## config.mk

```make
export PLATFORM = sky130hd
export DESIGN_NAME = tile_scan_ctrl
export DESIGN_NICKNAME = d
export VERILOG_FILES = /design/src/rtl/tile_scan_pkg.sv /design/src/rtl/crc8_serial.sv /design/src/rtl/tile_scan_ctrl.sv
export SDC_FILE = /design/constraint.sdc
export NUM_CORES = 1
export LEC_CHECK = 0
export ABC_CLOCK_PERIOD_IN_PS = 1960
export BUFFER_PORTS_ARGS = -buffer_cell sky130_fd_sc_hd__clkbuf_2
export CORE_MARGIN = 4
export CORE_UTILIZATION = 46
export DETAILED_ROUTE_END_ITERATION = 10
export PLACE_DENSITY = 0.77
export SLEW_MARGIN = 10
export SYNTH_ARGS = -nofsm -noshare
export SYNTH_HDL_FRONTEND = slang
export SYNTH_SLANG_ARGS = --single-unit
```

## constraint.sdc

```tcl
create_clock -name clk -period 1.96 [get_ports clk]
set_input_delay 0.392 -clock clk [delete_from_list [all_inputs] [get_ports clk]]
set_output_delay 0.392 -clock clk [all_outputs]
set_load 0.02 [all_outputs]
```

## src/rtl/tile_scan_pkg.sv

```systemverilog
// Shared types and CRC-8 constants for the tile scan-chain loader.
// The readback CRC is only built when TILE_SCAN_READBACK_EN is defined.
package tile_scan_pkg;

  typedef enum logic [1:0] {
    S_IDLE,
    S_LOAD,
    S_SHIFT,
    S_DONE
  } state_e;

  localparam logic [7:0] CRC_POLY = 8'h07;
  localparam logic [7:0] CRC_INIT = 8'h00;

  // One serial CRC-8 step, MSB-first feedback.
  function automatic logic [7:0] crc8_step(input logic [7:0] crc, input logic din);
    logic fb;
    fb = crc[7] ^ din;
    return {crc[6:0], 1'b0} ^ (fb ? CRC_POLY : 8'h00);
  endfunction

endpackage

```

## src/rtl/crc8_serial.sv

```systemverilog
// Bit-serial CRC-8 accumulator for scan readback; clear wins over enable.
module crc8_serial
  import tile_scan_pkg::*;
(
  input  logic       clk,
  input  logic       rst_n,
  input  logic       clr,
  input  logic       en,
  input  logic       din,
  output logic [7:0] crc
);

  logic [7:0] crc_q, crc_d;

  always_comb begin
    crc_d = crc_q;
    if (clr)     crc_d = CRC_INIT;
    else if (en) crc_d = crc8_step(crc_q, din);
  end

  always_ff @(posedge clk or negedge rst_n) begin
    if (!rst_n) crc_q <= CRC_INIT;
    else        crc_q <= crc_d;
  end

  assign crc = crc_q;

endmodule

```

## src/rtl/tile_scan_ctrl.sv

```systemverilog
// Streams configuration words LSB-first into a set of tile scan chains, one chain at a time.
// Define TILE_SCAN_READBACK_EN to build the serial CRC-8 over the returned scan data.
module tile_scan_ctrl
  import tile_scan_pkg::*;
#(
  parameter int NUM_CHAINS = 2,
  parameter int WORD_W     = 8,
  parameter int LEN_W      = 9
) (
  input  logic                        clk,
  input  logic                        rst_n,
  input  logic                        start,
  input  logic                        abort,
  input  logic [NUM_CHAINS*LEN_W-1:0] chain_len,
  input  logic [WORD_W-1:0]           cfg_data,
  input  logic                        cfg_valid,
  output logic                        cfg_ready,
  output logic [NUM_CHAINS-1:0]       scan_out,
  output logic [NUM_CHAINS-1:0]       scan_en,
  output logic                        scan_shift,
  input  logic [NUM_CHAINS-1:0]       scan_ret,
  output logic                        busy,
  output logic                        done,
  output logic [7:0]                  rb_crc
);

  localparam int CW = (NUM_CHAINS > 1) ? $clog2(NUM_CHAINS) : 1;
  localparam int BW = (WORD_W > 1) ? $clog2(WORD_W) : 1;

  state_e                             state_q, state_d;
  logic [NUM_CHAINS-1:0][LEN_W-1:0]   lens_q, lens_d, lens_in;
  logic [CW-1:0]                      act_q, act_d;
  logic [WORD_W-1:0]                  word_q, word_d;
  logic [BW-1:0]                      bit_q, bit_d;
  logic [LEN_W-1:0]                   rem_q, rem_d;
  logic                               pend_q, pend_d;
  logic                               first_found, next_found;
  logic [CW-1:0]                      first_idx, next_idx;
  logic                               start_acc;

  assign lens_in = chain_len;

  // Lowest nonzero chain overall (for start) and lowest nonzero chain above the active one.
  always_comb begin
    first_found = 1'b0;
    first_idx   = '0;
    next_found  = 1'b0;
    next_idx    = '0;
    for (int i = NUM_CHAINS - 1; i >= 0; i--) begin
      if (lens_in[i] != '0) begin
        first_found = 1'b1;
        first_idx   = CW'(i);
      end
      if (i > int'(act_q) && lens_q[i] != '0) begin
        next_found = 1'b1;
        next_idx   = CW'(i);
      end
    end
  end

  always_comb begin
    state_d   = state_q;
    lens_d    = lens_q;
    act_d     = act_q;
    word_d    = word_q;
    bit_d     = bit_q;
    rem_d     = rem_q;
    pend_d    = pend_q;
    start_acc = 1'b0;
    case (state_q)
      S_IDLE: begin
        if (start) begin
          start_acc = 1'b1;
          lens_d    = lens_in;
          if (first_found) begin
            act_d   = first_idx;
            rem_d   = lens_in[first_idx];
            state_d = S_LOAD;
          end else begin
            // Empty load still spends one cycle so done never coincides with start.
            pend_d  = 1'b1;
            state_d = S_DONE;
          end
        end
      end
      S_LOAD: begin
        if (cfg_valid) begin
          word_d  = cfg_data;
          bit_d   = '0;
          state_d = S_SHIFT;
        end
      end
      S_SHIFT: begin
        word_d = word_q >> 1;
        bit_d  = bit_q + BW'(1);
        rem_d  = rem_q - LEN_W'(1);
        if (rem_q == LEN_W'(1)) begin
          if (next_found) begin
            act_d   = next_idx;
            rem_d   = lens_q[next_idx];
            state_d = S_LOAD;
          end else begin
            state_d = S_DONE;
          end
        end else if (bit_q == BW'(WORD_W - 1)) begin
          state_d = S_LOAD;
        end
      end
      S_DONE: begin
        if (pend_q) pend_d  = 1'b0;
        else        state_d = S_IDLE;
      end
      default: state_d = S_IDLE;
    endcase
    if (abort && state_q != S_IDLE) begin
      state_d = S_IDLE;
      pend_d  = 1'b0;
    end
  end

  always_ff @(posedge clk or negedge rst_n) begin
    if (!rst_n) begin
      state_q <= S_IDLE;
      lens_q  <= '0;
      act_q   <= '0;
      word_q  <= '0;
      bit_q   <= '0;
      rem_q   <= '0;
      pend_q  <= 1'b0;
    end else begin
      state_q <= state_d;
      lens_q  <= lens_d;
      act_q   <= act_d;
      word_q  <= word_d;
      bit_q   <= bit_d;
      rem_q   <= rem_d;
      pend_q  <= pend_d;
    end
  end

  assign busy       = (state_q != S_IDLE);
  assign cfg_ready  = (state_q == S_LOAD) && !abort;
  assign scan_shift = (state_q == S_SHIFT);
  assign done       = (state_q == S_DONE) && !pend_q && !abort;

  for (genvar g = 0; g < NUM_CHAINS; g++) begin : g_lane
    assign scan_en[g]  = (state_q == S_LOAD || state_q == S_SHIFT) && (act_q == CW'(g));
    assign scan_out[g] = scan_shift && (act_q == CW'(g)) && word_q[0];
  end

`ifdef TILE_SCAN_READBACK_EN
  crc8_serial u_crc (
    .clk   (clk),
    .rst_n (rst_n),
    .clr   (start_acc),
    .en    (scan_shift),
    .din   (scan_ret[act_q]),
    .crc   (rb_crc)
  );
`else
  logic unused_ret;
  assign unused_ret = ^{scan_ret, start_acc};
  assign rb_crc     = CRC_INIT;
`endif

endmodule

```

# ---- After elaboration in Yosys (flattened, before gate mapping)
# Cells that the tools add are included.
dict set report word_totals {
  romBits 0
  mem_count 0
  elab_cells 90
  ramBits 0
  ff_bits 33
  latchBits 0
}
dict set report classes {
  order_cmp 3
  addsub 2
  n_mux 34
  div 0
  mul 0
  reduce_logical 28
  n_shift 0
  bitwise 1
  n_eq_ne 15
}
# cell n
set ops {}
lappend ops {{$mux W9} 7}
lappend ops {{$reduce_bool A9 Y1} 3}
lappend ops {{$pmux W9 S2} 1}
lappend ops {{$mux W2} 8}
lappend ops {{$pmux W8 S2} 1}
lappend ops {{$ne A3 B3 Y1 const B} 4}
lappend ops {{$logic_and A1 B1 Y1} 11}
lappend ops {{$mux W1} 11}
lappend ops {{$eq A9 B1 Y1 const B} 1}
lappend ops {{$sub A9 B1 Y9 const B} 1}
lappend ops {{$mux W8} 1}
lappend ops {{$pmux W2 S4} 1}
lappend ops {{$ne A2 B2 Y1 const B} 3}
lappend ops {{$pmux W3 S2} 1}
lappend ops {{$reduce_and A3 Y1} 2}
lappend ops {{$reduce_bool A2 Y1} 3}
lappend ops {{$reduce_and A5 Y1} 1}
lappend ops {{$eq A2 B2 Y1 const B} 2}
lappend ops {{$lt A1 B2 Y1 const B} 2}
lappend ops {{$ne A2 B1 Y1 const B} 2}
lappend ops {{$ne A4 B1 Y1 const B} 1}
lappend ops {{$pmux W1 S2} 2}
lappend ops {{$reduce_and A2 Y1} 2}
lappend ops {{$reduce_and A4 Y1} 1}
lappend ops {{other kinds (10)} 11}

# ---- Logic depth before layout (Yosys ltp)
dict set report logic_depth {
  word_depth 8
  depth_mapped 9
  mapped_depth_nobuf 7
}

# ---- Least setup slack after synthesis
# Ideal clock, no wire load.
dict set report synth_timing {
  path_type {register to register}
  start {register lens_q[14] in the netlist's numbering}
  end {register rem_q[5]}
  setup_time_ps 122
  arrival_time_ps 1993
  required_time_ps 1838
  slack_ps -154
  period_less_slack_ps 2114
  n_path_buf 0
  stages_incl_launch_ff 5
  cell_sequence {dfrtp_1 -> or4_4 -> o311a_4 -> or4_1 -> a32o_1}
}
dict set report synth_between {
  elab_chain_cells 6
}
# element line_no
set synth_rtl {}
lappend synth_rtl {{from (decl)} tile_scan_ctrl.sv:31} ;# logic [NUM_CHAINS-1:0][LEN_W-1:0] lens_q, lens_d, lens_in;
lappend synth_rtl {{from (signal assigned)} tile_scan_ctrl.sv:132} ;# lens_q <= lens_d;
lappend synth_rtl {{$reduce_bool A9 Y1} tile_scan_ctrl.sv:54} ;# if (i > int'(act_q) && lens_q[i] != '0) begin
lappend synth_rtl {{$logic_and A1 B1 Y1} tile_scan_ctrl.sv:54}
lappend synth_rtl {{$mux W1} tile_scan_ctrl.sv:54}
lappend synth_rtl {{$mux W9 (*)} tile_scan_ctrl.sv:98} ;# if (next_found) begin
lappend synth_rtl {{$mux W9 (*)} tile_scan_ctrl.sv:97} ;# if (rem_q == LEN_W'(1)) begin
lappend synth_rtl {{$pmux W9 S2 (*)} tile_scan_ctrl.sv:70} ;# case (state_q)
lappend synth_rtl {{to (signal assigned)} tile_scan_ctrl.sv:136} ;# rem_q <= rem_d;
lappend synth_rtl {{to (decl)} tile_scan_ctrl.sv:35} ;# logic [LEN_W-1:0] rem_q, rem_d;
# Mark *: on every way between the ends. The rest lies on a longest branch, timed or not. The select of a mux whose other input is x is not followed.
# A chain may end at the register's enable or synchronous reset.

# ---- Worst setup path in the final report
# Ends and elaborated chain as after synthesis.

==> impl_metrics.csv <==
group,metric,value,unit
timing,grt_setup_unrepaired,"yes",
timing,timing.fmax,0.4886,GHz
synth,synth_most_common_cell,"dfrtp_1",
pwr,switching_share,40.92,%
synth,syn_area,2117,sq um
pwr,cellPowerDensity,1566,nW/um^2
floorplan,die_w,75.84,um
synth,post_synth_num_cell_types,55,
route,wl_per_cell,16.40,um
place,io_buffers,38,
floorplan,fp.dieH,75.84,um
synth,synthDominantCellAreaShare,39.01,%
global_routing,grt_max_degree,34,
timing,setup_viol,2,
cells_and_area,fin_util,66.75,%
timing,min_period_over_period,104.4,%
place,dpl-instance-area,2690,sq um
timing,skew,6.459,ps
pwr,power_switching,1.888,mW
place,hpwl,4492,um
clock_tree,holdBufCountCts,0,
status,status,"finished, violations left",
critical_path,worstPathArrival,2220,ps
clock_tree,htree_levels,2,
global_routing,gr-total-overflow,0,
route,route.met2.wl,2930,um
route,vias_per_cell,5.855,
cells_and_area,stdcell_count,372,
pwr,p_seq_share,26.4,%
timing,hold_ws,132.3,ps
clock_tree,clkTransAtPathRegs,70,ps
timing,final.setup.worst_slack,-86.55,ps
timing,hold_viol,0,
critical_path,reg2reg_depth,4,
timing,fin_setup_tns,-142.4,ps
place,pre_cts_ws,-175.2,ps
pwr,power_leakage,1.372,nW
route,wl_met3,390,um
floorplan,rows,24,
global_routing,grtUsageTotal,21.32,%
timing,layout_min_cycle_time,2047,ps
clock_tree,clock_latency,290,ps
critical_path,cp_slowest_cell,"or4_4",
synth,seq_area_frac_synth,39.01,%
place,gp_congestion,0.9106,
cells_and_area,fin_nets,360,
synth,synthTopCellsByCount,"dfrtp_1, nand2_1, a21oi_1, inv_1, o22ai_1",
route,vias,2178,
route,top_layer_used,"met4",
hold_path,hold_path.class,"in -> async",
place,dp.cells,354,
pwr,p_int,2.726,mW
global_routing,grt_pass1_vias,1998,
synth,synth_edf_count,0,
synth,synthArstFlopShare,100.0,%
critical_path,worstPathRequired,2130,ps
status,violations,"negative setup slack",
cells_and_area,num_antenna_cells,0,
critical_path,worst-path-max-fanout,2,
pwr,power.share.clock,12.2,%
floorplan,die_area,5752,sq um
cells_and_area,final-seq-area,825.8,sq um
global_routing,grt_pass1_wl,9246,um
floorplan,start_util,47.96,%
critical_path,critPathLaunchType,"flip-flop",
timing,maxSlewViolCount,0,
synth,ys_ff_latch,33,
critical_path,cp_cell_sequence,"or4_4 -> o311a_4 -> or4_1 -> a32o_1",
critical_path,r2r_end,"rem_q[5]",
floorplan,num_io_pins,49,
route,wl_met1,2640,um
cells_and_area,fillers,333,
route,drtAntennaViolNets,0,
route,drc,0,
synth,yosys_warnings,0,
critical_path,end_kind,"flip-flop",
synth,avgSynthCellArea,9.451,sq um
cells_and_area,multi_input_area,1239,sq um
cells_and_area,drive_gt1_share,44.06,%
cells_and_area,stdcell_area,2947,sq um
synth,synth_flop_cell,"dfrtp_1",
route,routed_wl,6099,um
cells_and_area,syn2layout_area_growth,39.18,%
synth,synthCells,224,
route,dr.pass1.iters,4,
clock_tree,clock-sinks,33,
clock_tree,clockBufferDepth,2,
synth,synth.largest_area_cell,"dfrtp_1",
synth,synth_area_leaders,"dfrtp_1, mux2_2, ha_1",
pwr,vdd_drop_max,0.6830,mV
run,cap_violations,0,
pwr,report.power.total,4.614,mW
global_routing,antenna_found_initial,0,
critical_path,regToRegSetupSlack,-90,ps
pwr,p_comb_share,61.3,%
critical_path,rr_startpoint,"lens_q[14]",
clock_tree,cts_tree,"done",
critical_path,critPathMaxStageDelay,530,ps
critical_path,crit_type,"reg -> reg",
route,dr.first_iter.drc_count,184,
clock_tree,clock-root-buffer,"clkbuf_8",
floorplan,core_area,4414,sq um
clock_tree,cts_buffers,5,
## cell usage in the layout, fill, tap and decap left out, types with 3 or more instances in the layout
cell type,instances
buf_4,61
clkbuf_2,38
dfrtp_1,33
nand2_1,13
o22ai_1,12
inv_1,11
a21oi_1,11
mux2_2,9
a211oi_1,8
nor2_1,8
conb_1,8
clkbuf_8,7
o21ai_0,6
ha_1,6
nor4_1,4
or3_1,4
o31ai_1,4
a32o_1,4
nor2b_1,3
or4_1,3
nor3_1,3
nor3b_1,3
a31oi_1,3
o211ai_1,3
## metal layers
metal,vias to the layer above,track usage [%]
met5,-,0
met3,14,4.222
li1,1030,-
met1,1040,29.64
met4,0,7.961
met2,94,32.79
## kinds of logic after synthesis
family / count (synthesis) / share of synthesized area, %
AO/OA/AOI/OAI: 76 / 26.24
other: 1 / 0.1771
adder cells (fa/ha/maj): 8 / 4.728
AND/OR/NAND/NOR: 61 / 15.96
flip-flops: 33 / 39.01
XOR/XNOR: 3 / 1.241
multiplexers: 10 / 5.260
buffers and inverters: 32 / 7.388
## layout make-up
cell class / instances / share of cell area [%]
inverters: 12 / 1.529
well taps: 52 / 2.208
multi-input cells: 166 / 42.04
repair buffers: 101 / 22.76
flip-flops and latches: 33 / 28.03
clock inverters: 1 / 0.1699
clock buffers: 7 / 3.270
## worst max-delay path by stage
| stage | endpoint | slack [ps] | start |
|---|---|---|---|
| after detailed placement | rem_q[8] | -180 | chain_len[14] |
| after floorplan | rem_q[5] | -100 | lens_q[17] |
| after global routing | rem_q[5] | -100 | lens_q[17] |
| after global placement | rem_q[5] | -110 | chain_len[14] |
| after CTS | rem_q[5] | -90 | lens_q[14] |
| final | rem_q[5] | -90 | lens_q[14] |
## state kept, by name, indices dropped and copies added (netlist names)
register  flops
bit_q         3
state_q       2
lens_q        9
pend_q        1
rem_q         9
word_q        8
act_q         1
## timing repair
action / 4_1_cts / 5_1_grt
endpoints found under the setup margin: 9 / 13
resized for setup: 8 / 13
pin swaps: 3 / 5
buffers inserted: 2 / 8
## power by group through the flow
stage / Combinational [mW] / Sequential [mW] / Clock, mW
3_3_place_gp: 2.41 / 1.20 / 0
4_1_cts: 2.57 / 1.21 / 0.575
3_5_place_dp: 2.49 / 1.22 / 0
6_report: 2.83 / 1.22 / 0.564
5_1_grt: 3.07 / 1.24 / 0.608
2_1_floorplan: 1.48 / 1.21 / 0
## worst max-delay path, delay by kind of cell, from the launching register on
kind,cells,cell delay (ps)
and+or+nand+nor,2,1000
DFF,1,390
AOI/OAI and AO/OA,2,560
Note: power is estimated with default switching activity, not from simulation.
